## config.mk

```make
export PLATFORM = sky130hd
export DESIGN_NAME = proc_sequencer_flat
export DESIGN_NICKNAME = d
export VERILOG_FILES = /design/src/rtl/proc_sequencer_pkg.sv /design/src/rtl/proc_sequencer_if.sv /design/src/rtl/qclk_time_cmp.sv /design/src/rtl/proc_sequencer.sv /design/src/flat_wrapper.sv
export SDC_FILE = /design/constraint.sdc
export NUM_CORES = 1
export LEC_CHECK = 0
export CORE_MARGIN = 4
export CORE_UTILIZATION = 35
export DETAILED_ROUTE_END_ITERATION = 10
export SLEW_MARGIN = 20
export SYNTH_ARGS = -nofsm -noshare
export SYNTH_HDL_FRONTEND = slang
export SYNTH_SLANG_ARGS = --single-unit
export TNS_END_PERCENT = 30
```

## constraint.sdc

```tcl
create_clock -name clk -period 2.1 [get_ports clk]
set_clock_uncertainty 0.15 [all_clocks]
set_input_delay 0.42 -clock clk [delete_from_list [all_inputs] [get_ports clk]]
set_output_delay 0.42 -clock clk [all_outputs]
set_load 0.1 [all_outputs]
```

## src/rtl/proc_sequencer_pkg.sv

```systemverilog
// Shared types for the distributed-processor sequencer: FSM states, jump
// encodings and the decode/strobe bundles carried from DECODE to COMMIT.
package proc_sequencer_pkg;

   typedef enum logic [3:0] {
      S_IDLE,
      S_FETCH,
      S_DECODE,
      S_ALU_WAIT,
      S_PULSE_WAIT,
      S_SYNC_WAIT,
      S_FPROC_WAIT,
      S_COMMIT,
      S_DONE
   } state_t;

   localparam logic [1:0] INSTR_PTR_LOAD_EN_NONE   = 2'b00;
   localparam logic [1:0] INSTR_PTR_LOAD_EN_UNCOND = 2'b01;
   localparam logic [1:0] INSTR_PTR_LOAD_EN_ALU    = 2'b10;

   typedef struct packed {
      logic       c_strobe;
      logic       reg_write;
      logic       qclk_load;
      logic [1:0] ip_load;
   } dec_t;

   typedef struct packed {
      logic c_strobe;
      logic reg_write_en;
      logic qclk_load_en;
      logic instr_ptr_en;
      logic instr_ptr_load_en;
   } strobe_t;

   // Exactly one of increment/load fires per committed instruction.
   function automatic strobe_t commit_strobes(dec_t d, logic cond);
      strobe_t s;
      logic    ld;
      ld = (d.ip_load == INSTR_PTR_LOAD_EN_UNCOND) ||
           ((d.ip_load == INSTR_PTR_LOAD_EN_ALU) && cond);
      s.c_strobe          = d.c_strobe;
      s.reg_write_en      = d.reg_write;
      s.qclk_load_en      = d.qclk_load;
      s.instr_ptr_en      = !ld;
      s.instr_ptr_load_en = ld;
      return s;
   endfunction

endpackage

```

## src/rtl/proc_sequencer_if.sv

```systemverilog
// Bundle between the sequencer (master) and its decoder/datapath/qclk/barrier
// environment (slave).
interface proc_sequencer_if
   import proc_sequencer_pkg::*;
   #(parameter int QCLK_WIDTH = 32);

   logic                  start;
   logic                  dec_c_strobe_enable;
   logic                  dec_reg_write_en;
   logic                  dec_qclk_load_en;
   logic [1:0]            dec_instr_ptr_load_en;
   logic                  dec_sync;
   logic                  dec_fproc;
   logic                  dec_done;
   logic                  alu_cond;
   logic [QCLK_WIDTH-1:0] cmd_time;
   logic [QCLK_WIDTH-1:0] qclk_val;
   logic                  sync_ack;
   logic                  fproc_ack;

   logic                  c_strobe;
   logic                  reg_write_en;
   logic                  qclk_load_en;
   logic                  instr_ptr_en;
   logic                  instr_ptr_load_en;
   logic                  sync_req;
   logic                  fproc_req;
   logic                  busy;
   logic                  done;
   logic                  pulse_late;
   state_t                dbg_state;

   // Handshake: a req stays high every cycle until the matching ack is sampled
   // high on a rising edge (an ack in the first req cycle counts); req then
   // drops on that same edge and no further ack is expected.
   modport master (
      input  start, dec_c_strobe_enable, dec_reg_write_en, dec_qclk_load_en,
             dec_instr_ptr_load_en, dec_sync, dec_fproc, dec_done, alu_cond,
             cmd_time, qclk_val, sync_ack, fproc_ack,
      output c_strobe, reg_write_en, qclk_load_en, instr_ptr_en,
             instr_ptr_load_en, sync_req, fproc_req, busy, done, pulse_late,
             dbg_state
   );

   modport slave (
      output start, dec_c_strobe_enable, dec_reg_write_en, dec_qclk_load_en,
             dec_instr_ptr_load_en, dec_sync, dec_fproc, dec_done, alu_cond,
             cmd_time, qclk_val, sync_ack, fproc_ack,
      input  c_strobe, reg_write_en, qclk_load_en, instr_ptr_en,
             instr_ptr_load_en, sync_req, fproc_req, busy, done, pulse_late,
             dbg_state
   );

endinterface

```

## src/rtl/qclk_time_cmp.sv

```systemverilog
// Wrap-aware qclk vs. command-time compare: the modular difference read as
// signed tells whether the command time is now, past (late) or still ahead.
module qclk_time_cmp #(
   parameter int QCLK_WIDTH = 32
) (
   input  logic [QCLK_WIDTH-1:0] qclk_val,
   input  logic [QCLK_WIDTH-1:0] cmd_time,
   output logic                  eq,
   output logic                  late
);

   logic [QCLK_WIDTH-1:0] diff;

   assign diff = qclk_val - cmd_time;
   assign eq   = (diff == '0);
   assign late = !diff[QCLK_WIDTH-1] && !eq;

endmodule

```

## src/rtl/proc_sequencer.sv

```systemverilog
// Per-instruction fetch/decode/wait/commit sequencer; turns level decode
// enables into single-cycle registered commit strobes.
module proc_sequencer
   import proc_sequencer_pkg::*;
   #(
   parameter int QCLK_WIDTH       = 32,
   parameter int MEM_READ_LATENCY = 2
) (
   input logic              clk,
   input logic              reset,
   proc_sequencer_if.master bus
);

   localparam logic [2:0] FETCH_INIT = 3'(MEM_READ_LATENCY - 1);

   state_t     state;
   logic [2:0] fetch_cnt;
   dec_t       dec_q;
   dec_t       dec_in;
   strobe_t    strb;
   logic       sync_req;
   logic       fproc_req;
   logic       busy;
   logic       done;
   logic       pulse_late;
   logic       pulse_first;
   logic       t_eq;
   logic       t_late;

   assign dec_in = '{c_strobe:  bus.dec_c_strobe_enable,
                     reg_write: bus.dec_reg_write_en,
                     qclk_load: bus.dec_qclk_load_en,
                     ip_load:   bus.dec_instr_ptr_load_en};

   qclk_time_cmp #(.QCLK_WIDTH(QCLK_WIDTH)) u_time_cmp (
      .qclk_val (bus.qclk_val),
      .cmd_time (bus.cmd_time),
      .eq       (t_eq),
      .late     (t_late)
   );

   always_ff @(posedge clk or posedge reset) begin
      if (reset) begin
         state       <= S_IDLE;
         fetch_cnt   <= '0;
         dec_q       <= '0;
         strb        <= '0;
         sync_req    <= 1'b0;
         fproc_req   <= 1'b0;
         busy        <= 1'b0;
         done        <= 1'b0;
         pulse_late  <= 1'b0;
         pulse_first <= 1'b0;
      end else begin
         strb <= '0;
         case (state)
            S_IDLE: begin
               if (bus.start) begin
                  state      <= S_FETCH;
                  fetch_cnt  <= FETCH_INIT;
                  busy       <= 1'b1;
                  pulse_late <= 1'b0;
               end
            end
            S_FETCH: begin
               if (fetch_cnt == 3'd0) state <= S_DECODE;
               else fetch_cnt <= fetch_cnt - 3'd1;
            end
            S_DECODE: begin
               dec_q <= dec_in;
               if (bus.dec_done) begin
                  state <= S_DONE;
                  busy  <= 1'b0;
                  done  <= 1'b1;
               end else if (dec_in.c_strobe) begin
                  state       <= S_PULSE_WAIT;
                  pulse_first <= 1'b1;
               end else if (bus.dec_sync) begin
                  state    <= S_SYNC_WAIT;
                  sync_req <= 1'b1;
               end else if (bus.dec_fproc) begin
                  state     <= S_FPROC_WAIT;
                  fproc_req <= 1'b1;
               end else if (dec_in.reg_write || dec_in.qclk_load ||
                            (dec_in.ip_load != INSTR_PTR_LOAD_EN_NONE)) begin
                  state <= S_ALU_WAIT;
               end else begin
                  state <= S_COMMIT;
                  strb  <= commit_strobes(dec_in, bus.alu_cond);
               end
            end
            S_ALU_WAIT: begin
               state <= S_COMMIT;
               strb  <= commit_strobes(dec_q, bus.alu_cond);
            end
            S_PULSE_WAIT: begin
               // Lateness only counts on the first compare; afterwards qclk walks up to the command time.
               pulse_first <= 1'b0;
               if (t_eq || (t_late && pulse_first)) begin
                  state <= S_COMMIT;
                  strb  <= commit_strobes(dec_q, bus.alu_cond);
                  if (!t_eq) pulse_late <= 1'b1;
               end
            end
            S_SYNC_WAIT: begin
               if (bus.sync_ack) begin
                  state    <= S_COMMIT;
                  sync_req <= 1'b0;
                  strb     <= commit_strobes(dec_q, bus.alu_cond);
               end
            end
            S_FPROC_WAIT: begin
               if (bus.fproc_ack) begin
                  state     <= S_COMMIT;
                  fproc_req <= 1'b0;
                  strb      <= commit_strobes(dec_q, bus.alu_cond);
               end
            end
            S_COMMIT: begin
               state     <= S_FETCH;
               fetch_cnt <= FETCH_INIT;
            end
            S_DONE: begin
               if (bus.start) begin
                  state      <= S_FETCH;
                  fetch_cnt  <= FETCH_INIT;
                  busy       <= 1'b1;
                  done       <= 1'b0;
                  pulse_late <= 1'b0;
               end
            end
            default: state <= S_IDLE;
         endcase
      end
   end

   assign bus.c_strobe          = strb.c_strobe;
   assign bus.reg_write_en      = strb.reg_write_en;
   assign bus.qclk_load_en      = strb.qclk_load_en;
   assign bus.instr_ptr_en      = strb.instr_ptr_en;
   assign bus.instr_ptr_load_en = strb.instr_ptr_load_en;
   assign bus.sync_req          = sync_req;
   assign bus.fproc_req         = fproc_req;
   assign bus.busy              = busy;
   assign bus.done              = done;
   assign bus.pulse_late        = pulse_late;
   assign bus.dbg_state         = state;

endmodule

```

## src/flat_wrapper.sv

```systemverilog
// flat-port wrapper written by rule: the top's interface ports become plain ports
module proc_sequencer_flat import proc_sequencer_pkg::*;
#(
   parameter int QCLK_WIDTH       = 32,
   parameter int MEM_READ_LATENCY = 2
)
  (clk, reset, bus_start, bus_dec_c_strobe_enable, bus_dec_reg_write_en, bus_dec_qclk_load_en, bus_dec_instr_ptr_load_en, bus_dec_sync, bus_dec_fproc, bus_dec_done, bus_alu_cond, bus_cmd_time, bus_qclk_val, bus_sync_ack, bus_fproc_ack, bus_c_strobe, bus_reg_write_en, bus_qclk_load_en, bus_instr_ptr_en, bus_instr_ptr_load_en, bus_sync_req, bus_fproc_req, bus_busy, bus_done, bus_pulse_late, bus_dbg_state);
  proc_sequencer_if #(.QCLK_WIDTH(QCLK_WIDTH)) bus_i ();
  input logic clk;
  input logic reset;
  input wire logic [$bits(bus_i.start)-1:0] bus_start;
  input wire logic [$bits(bus_i.dec_c_strobe_enable)-1:0] bus_dec_c_strobe_enable;
  input wire logic [$bits(bus_i.dec_reg_write_en)-1:0] bus_dec_reg_write_en;
  input wire logic [$bits(bus_i.dec_qclk_load_en)-1:0] bus_dec_qclk_load_en;
  input wire logic [$bits(bus_i.dec_instr_ptr_load_en)-1:0] bus_dec_instr_ptr_load_en;
  input wire logic [$bits(bus_i.dec_sync)-1:0] bus_dec_sync;
  input wire logic [$bits(bus_i.dec_fproc)-1:0] bus_dec_fproc;
  input wire logic [$bits(bus_i.dec_done)-1:0] bus_dec_done;
  input wire logic [$bits(bus_i.alu_cond)-1:0] bus_alu_cond;
  input wire logic [$bits(bus_i.cmd_time)-1:0] bus_cmd_time;
  input wire logic [$bits(bus_i.qclk_val)-1:0] bus_qclk_val;
  input wire logic [$bits(bus_i.sync_ack)-1:0] bus_sync_ack;
  input wire logic [$bits(bus_i.fproc_ack)-1:0] bus_fproc_ack;
  output wire logic [$bits(bus_i.c_strobe)-1:0] bus_c_strobe;
  output wire logic [$bits(bus_i.reg_write_en)-1:0] bus_reg_write_en;
  output wire logic [$bits(bus_i.qclk_load_en)-1:0] bus_qclk_load_en;
  output wire logic [$bits(bus_i.instr_ptr_en)-1:0] bus_instr_ptr_en;
  output wire logic [$bits(bus_i.instr_ptr_load_en)-1:0] bus_instr_ptr_load_en;
  output wire logic [$bits(bus_i.sync_req)-1:0] bus_sync_req;
  output wire logic [$bits(bus_i.fproc_req)-1:0] bus_fproc_req;
  output wire logic [$bits(bus_i.busy)-1:0] bus_busy;
  output wire logic [$bits(bus_i.done)-1:0] bus_done;
  output wire logic [$bits(bus_i.pulse_late)-1:0] bus_pulse_late;
  output wire logic [$bits(bus_i.dbg_state)-1:0] bus_dbg_state;
  assign bus_i.start = bus_start;
  assign bus_i.dec_c_strobe_enable = bus_dec_c_strobe_enable;
  assign bus_i.dec_reg_write_en = bus_dec_reg_write_en;
  assign bus_i.dec_qclk_load_en = bus_dec_qclk_load_en;
  assign bus_i.dec_instr_ptr_load_en = bus_dec_instr_ptr_load_en;
  assign bus_i.dec_sync = bus_dec_sync;
  assign bus_i.dec_fproc = bus_dec_fproc;
  assign bus_i.dec_done = bus_dec_done;
  assign bus_i.alu_cond = bus_alu_cond;
  assign bus_i.cmd_time = bus_cmd_time;
  assign bus_i.qclk_val = bus_qclk_val;
  assign bus_i.sync_ack = bus_sync_ack;
  assign bus_i.fproc_ack = bus_fproc_ack;
  assign bus_c_strobe = bus_i.c_strobe;
  assign bus_reg_write_en = bus_i.reg_write_en;
  assign bus_qclk_load_en = bus_i.qclk_load_en;
  assign bus_instr_ptr_en = bus_i.instr_ptr_en;
  assign bus_instr_ptr_load_en = bus_i.instr_ptr_load_en;
  assign bus_sync_req = bus_i.sync_req;
  assign bus_fproc_req = bus_i.fproc_req;
  assign bus_busy = bus_i.busy;
  assign bus_done = bus_i.done;
  assign bus_pulse_late = bus_i.pulse_late;
  assign bus_dbg_state = bus_i.dbg_state;
  proc_sequencer #(.QCLK_WIDTH(QCLK_WIDTH), .MEM_READ_LATENCY(MEM_READ_LATENCY)) u_core (.clk(clk), .reset(reset), .bus(bus_i));
endmodule
```

---- Word level (Yosys, flattened, before mapping) ----
Index checks and enable logic that the tools add are counted.
W data, S select, Z words.
cells by class
  eq/ne operators ......................... 27
  multipliers ............................. 0
  $lt $le $gt $ge ......................... 0
  shifts and indexed selects .............. 0
  bitwise operators ....................... 0
  reduce and logical (&&, ||, !) cells .... 33
  divide/modulo/power cells ............... 0
  add/sub/neg operators ................... 2
  multiplexer cells ....................... 46
operator list
  operator              number
  $mux W4               10
  $mux W5               7
  $logic_not A32 Y1     1
  $pmux W4 S8           1
  $sub A32 B32 Y32      1
  $pmux W5 S5           1
  $ne A2 B2 Y1 const B  12
  $mux W1               17
  $eq A4 B3 Y1 const B  4
  $reduce_bool A2 Y1    7
  $pmux W1 S2           6
  $reduce_and A3 Y1     4
  $reduce_and A5 Y1     2
  $mux W3               3
  $pmux W3 S3           1
  $eq A4 B2 Y1 const B  2
  $ne A2 B1 Y1 const B  3
  $reduce_and A6 Y1     1
  $logic_or A1 B1 Y1    5
  $eq A2 B1 Y1 const B  2
  $eq A2 B2 Y1 const B  2
  $eq A4 B1 Y1 const B  1
  $eq A4 B4 Y1 const B  1
  $logic_and A1 B1 Y1   4
  other kinds (7)       10
word-level totals
  flip-flop bits (word level) ............. 23
  logic and storage cells ................. 125
  input bits .............................. 78
  bits in read-only memories .............. 0
  memories ................................ 0
  bits in latches ......................... 0
  output and inout bits ................... 14
  memory bits (writable) .................. 0

---- Logic depth before layout (Yosys ltp) ----
  depth in word-level cells ............... 10
  depth in mapped cells ................... 13
  depth with buffers taken out ............ 12

---- Modules after synthesis ----
From an unflattened synthesis, not the netlist that was laid out.
second synthesis, totals
  cell total of the unflattened synthesis .. 494
  area total of the unflattened synthesis .. 3744.8 µm²
by module, submodules not included
  module          instances  sequential area each (µm²)  cells an instance  area an instance (µm²)
  qclk_time_cmp   1          0.0                         379                2551.2
  proc_sequencer  1          575.6                       115                1193.6

---- Least setup slack after synthesis ----
No wires, ideal clock.
  kind .................................... input -> register
  start point ............................. in bus_cmd_time[3]
  end point ............................... reg u_core.pulse_late, in the netlist u_core.bus.pulse_late
  arrival time ............................ 3.062 ns
  stages on the path ...................... 12
  path slack .............................. -1.247 ns
  required time ........................... 1.815 ns
  library setup time ...................... 0.135 ns
  path buffers ............................ 0
  cell sequence ........................... inv_1 > ha_1 > a21o_1 > a211oi_1 > a2111o_1 > a31o_1 > a31o_1 > nor4_1 > nand4_1 > or4_1 > a41oi_1 > nor2_1
on the way
  word-level cells in the longest chain between the ends .. 8
RTL lines
  what                             RTL line               source
  start, declared                  flat_wrapper.sv:20     input wire logic [$bits(bus_i.cmd_time)-1:0] bus_cmd_time;
  $sub A32 B32 Y32 (*)             qclk_time_cmp.sv:14    assign diff = qclk_val - cmd_time;
  $logic_not A32 Y1                qclk_time_cmp.sv:15    assign eq = (diff == '0);
  $logic_not A1 Y1                 -
  $logic_and A1 B1 Y1              qclk_time_cmp.sv:16    assign late = !diff[QCLK_WIDTH-1] && !eq;
  $logic_and A1 B1 Y1              proc_sequencer.sv:99   if (t_eq || (t_late && pulse_first)) begin
  $logic_or A1 B1 Y1               proc_sequencer.sv:99
  $ne A2 B1 Y1 (no line)           -
  $reduce_and A4 Y1 (no line) (*)  -
  end signal, assigned             proc_sequencer.sv:62   pulse_late <= 1'b0;
  end signal, assigned             proc_sequencer.sv:102  if (!t_eq) pulse_late <= 1'b1;
  end signal, assigned             proc_sequencer.sv:129  pulse_late <= 1'b0;
  end, declared                    proc_sequencer.sv:25   logic pulse_late;
Every way passes the cells marked *; elsewhere a longest branch is shown, timed or not.
A chain may end at the register's enable or synchronous reset.

---- Worst setup path after layout ----
  start point ............................. in bus_cmd_time[1]
  end point ............................... reg u_core.pulse_late, in the netlist u_core.bus.pulse_late
Same word-level chain as after synthesis.

==> flow_metrics.py <==
metrics = {
    "min_path": {
        "holdPathStages": 2,
        "worstHoldEndpoint": "u_core.dec_q[2]",
        "hp-class": "reg -> reg",
        "hold_path_startpoint": "u_core.dec_q[2]",
    },
    "sta": {
        "worst_pin_slew_ns": 0.466,
        "hold_viol": 0,
        "fin_crit_ns": 3.25,
        "min_period_over_period": 1.55,
        "fmax_mhz": 307,
        "tns_ns": -8.69,
        "rsz0062_at_grt": "true",
        "slew_viol_final": 0,
        "setup_viol": 8,
        "slew_headroom": 0.685,
        "setup_slack_ns": -1.15,
    },
    "synthesis": {
        "yosys-top-cells-area": "dfrtp_1 (17%), ha_1 (12%), nand2_1 (6.6%), a21oi_1 (6.5%), inv_1 (5.1%)",
        "yosysWarnings": 0,
        "synthSimpleGateAreaFrac": 0.254,
        "muxShareOfSynthArea": 0.0184,
        "synth-compound-area-share": 0.333,
        "synth_flop_cell": "dfrtp_1",
        "synthXorXnorAreaFrac": 0.0315,
        "synthCells": 476,
        "ys_seq_elements": 23,
        "synth.avg_cell_area_sq_um": 7.01,
        "synth_top_area_frac": 0.173,
        "synth_top_family_by_area": "compound AO/OA/AOI/OAI gates",
        "synth_edf_count": 0,
        "ys_seq_area_frac": 0.173,
        "syn_nets": 587,
        "synth-adder-area-share": 0.124,
        "syn-cell-area_sq_um": 3340,
        "synth_area_leader_cell": "dfrtp_1",
        "async_flop_share": 1.00,
        "synth_cell_type_count": 61,
    },
    "place": {
        "gp_congestion": 0.930,
        "portBuffers": 91,
        "dp_cells": 812,
        "post-place-ws_ns": -1.93,
        "place_hpwl_mm": 10.8,
    },
    "critical_path": {
        "worstPathArrival_ns": 3.27,
        "start_kind": "input pin",
        "worstPathRequired_ns": 2.12,
        "crit_cells": 14,
        "crit_chain": "buf_8, inv_12, ha_4, nor2b_4, o211ai_1, a2111o_1, a31o_1, a31o_1, nor4_2, nand4_1, buf_4, or4_4, a41oi_2, nor2_1",
        "reg2reg_slack_ns": 0.21,
        "critical_path.top_delay_family": "compound AO/OA/AOI/OAI gates",
        "setup.worst_path.end_class": "register",
        "path_max_fanout": 6,
        "crit_slowest_cell": "a2111o_1",
        "slowest_delay_ns": 0.48,
        "cp_common_cell": "a31o_1",
        "critical_path_class": "in -> reg",
        "r2r_cells": 6,
        "r2r-start": "u_core.bus.dbg_state[1]",
        "worst-path-buf-inv": 3,
        "r2r-end": "u_core.bus.dbg_state[1]",
    },
    "global_routing": {
        "antenna_found_initial": 0,
        "grt_pass1_vias": 4718,
        "grt_max_degree": 24,
        "gr-total-overflow": 0,
        "grt.total_usage": 0.247,
        "grt_pass1_wl_mm": 22.7,
    },
    "power": {
        "p_total_mw": 4.68,
        "leakage_nw": 2.88,
        "ir_worst_vdd_v": 0.00114,
        "powerDensity_nw_per_um2": 728,
    },
    "routing": {
        "drtIter0Drc": 134,
        "drc": 0,
        "drtPass1Iterations": 7,
        "vias_per_cell": 5.31,
        "ant_nets": 0,
        "vias": 4531,
        "wl_per_cell_um": 16.3,
        "routed_wl_mm": 14.0,
    },
    "clocking": {
        "numCtsBuffers": 3,
        "cts_sinks": 23,
        "clk_pin_slew_ns": 0.08,
        "clockBufferDepth": 2,
        "cts_tree": "built",
        "cts-root-buf": "clkbuf_8",
        "htree_levels": 1,
        "ctsHoldBuffers": 0,
        "clk_latency_ns": 0.27,
    },
    "final_layout": {
        "largest_reg_flops": 5,
        "final_layout_size_suffix_gt1_frac": 0.447,
        "diodes": 0,
        "fin_nets": 837,
        "largest-register": "u_core.dec_q",
        "final_common_cell": "buf_4",
        "area_growth_pct": 92.7,
        "layout_common_cells": "buf_4 (161), nand2_1 (54), a21oi_1 (35)",
        "nFillCells": 794,
        "utilization": 0.696,
        "layoutNonFillerInstCount": 854,
    },
    "floorplanning": {
        "die_w_um": 106,
        "fp.dieH_um": 106,
        "start_util": 0.361,
        "core_sq_um": 9240,
        "io_pins": 92,
        "row_count": 35,
        "dieArea_sq_um": 11200,
    },
    "run_status": {
        "outcome": "finished with violations",
        "violations": "negative setup slack",
    },
    "flow_run": {
        "max_cap_viol_count": 0,
    },
}
per-stage QoR:
step | hold WS, ns | area, sq um
3_3_place_gp | 0.299 | 5500
3_5_place_dp | 0.312 | 5500
4_1_cts | 0.332 | 6330
5_1_grt | 0.368 | 6430
2_1_floorplan | 0.272 | 3460
6_report | 0.328 | 6430
metal layers:
layer / GRT usage / wire length, um / vias to the layer above
li1: - / - / 2253
met1: 0.290 / 5720 / 2121
met2: 0.467 / 7360 / 128
met3: 0.0141 / 465 / 29
met4: 0.0944 / 412 / 0
met5: 0 / 0 / -
cell usage after synthesis (all sizes together), types with 2 or more instances:
| master | instances |
|---|---|
| a2111oi | 2 |
| o21a | 12 |
| a211oi | 3 |
| nand2b | 4 |
| ha | 33 |
| o211a | 3 |
| nand2 | 59 |
| o21ai | 33 |
| o211ai | 8 |
| clkbuf | 14 |
| o2111ai | 2 |
| nand3 | 8 |
| o221ai | 2 |
| a21oi | 43 |
| nor3 | 13 |
| mux2i | 5 |
| o21bai | 3 |
| xor2 | 3 |
| inv | 45 |
| a41oi | 3 |
| a31oi | 7 |
| nor2 | 37 |
| nand4 | 11 |
| or2 | 5 |
| o22ai | 4 |
| a21boi | 2 |
| nor2b | 13 |
| nor3b | 2 |
| o31ai | 3 |
| xnor2 | 9 |
| a21o | 15 |
| a2111o | 2 |
| or3 | 9 |
| a31o | 3 |
| dfrtp | 23 |
| nor4 | 11 |
| o41ai | 3 |
worst max path at each step:
stage / from / end / slack (ns)
final: bus_cmd_time[1] / u_core.bus.pulse_late / -1.15
after detailed placement: bus_cmd_time[1] / u_core.bus.instr_ptr_en / -1.93
after global routing: bus_cmd_time[1] / u_core.bus.pulse_late / -1.26
after global placement: bus_cmd_time[1] / u_core.bus.instr_ptr_en / -1.87
after CTS: bus_cmd_time[1] / u_core.bus.pulse_late / -1.06
after floorplan: bus_cmd_time[1] / u_core.bus.pulse_late / -0.99
area by class of cell:
type	instances	area (sq um)	area share
Multi-Input combinational cell	394	3280	0.511
Sequential cell	23	576	0.0895
Inverter	45	181	0.0282
Clock inverter	1	5.00	0.000779
Timing Repair Buffer	259	2180	0.339
Tap cell	129	161	0.0251
Clock buffer	3	41.3	0.00642
kinds of logic after synthesis:
group                      Yosys count
DFF                                 23
buffers and inverters               59
AOI/OAI and AO/OA                  166
and+or+nand+nor                    177
xor gates and xnor gates            12
adders and majority gates           33
muxes                                6
report_power, final:
| group | internal [mW] | switching, mW | total [mW] |
|---|---|---|---|
| combinational | 1.51 | 2.10 | 3.62 |
| clock | 0.133 | 0.143 | 0.276 |
| sequential | 0.640 | 0.150 | 0.790 |
worst min-delay path, cell delays in order (launching register included):
cell     delay, ns
dfrtp_1       0.34
nand2_1       0.05
nand2_1       0.06
repair_timing:
| action | CTS | global route |
|---|---|---|
| buffers inserted | 27 | 11 |
| pin swaps | 64 | 32 |
| endpoints found under the setup margin | 8 | 8 |
| resized for setup | 244 | 18 |
| gates cloned | 0 | 0 |
Note: power is estimated with default switching activity, not from simulation.
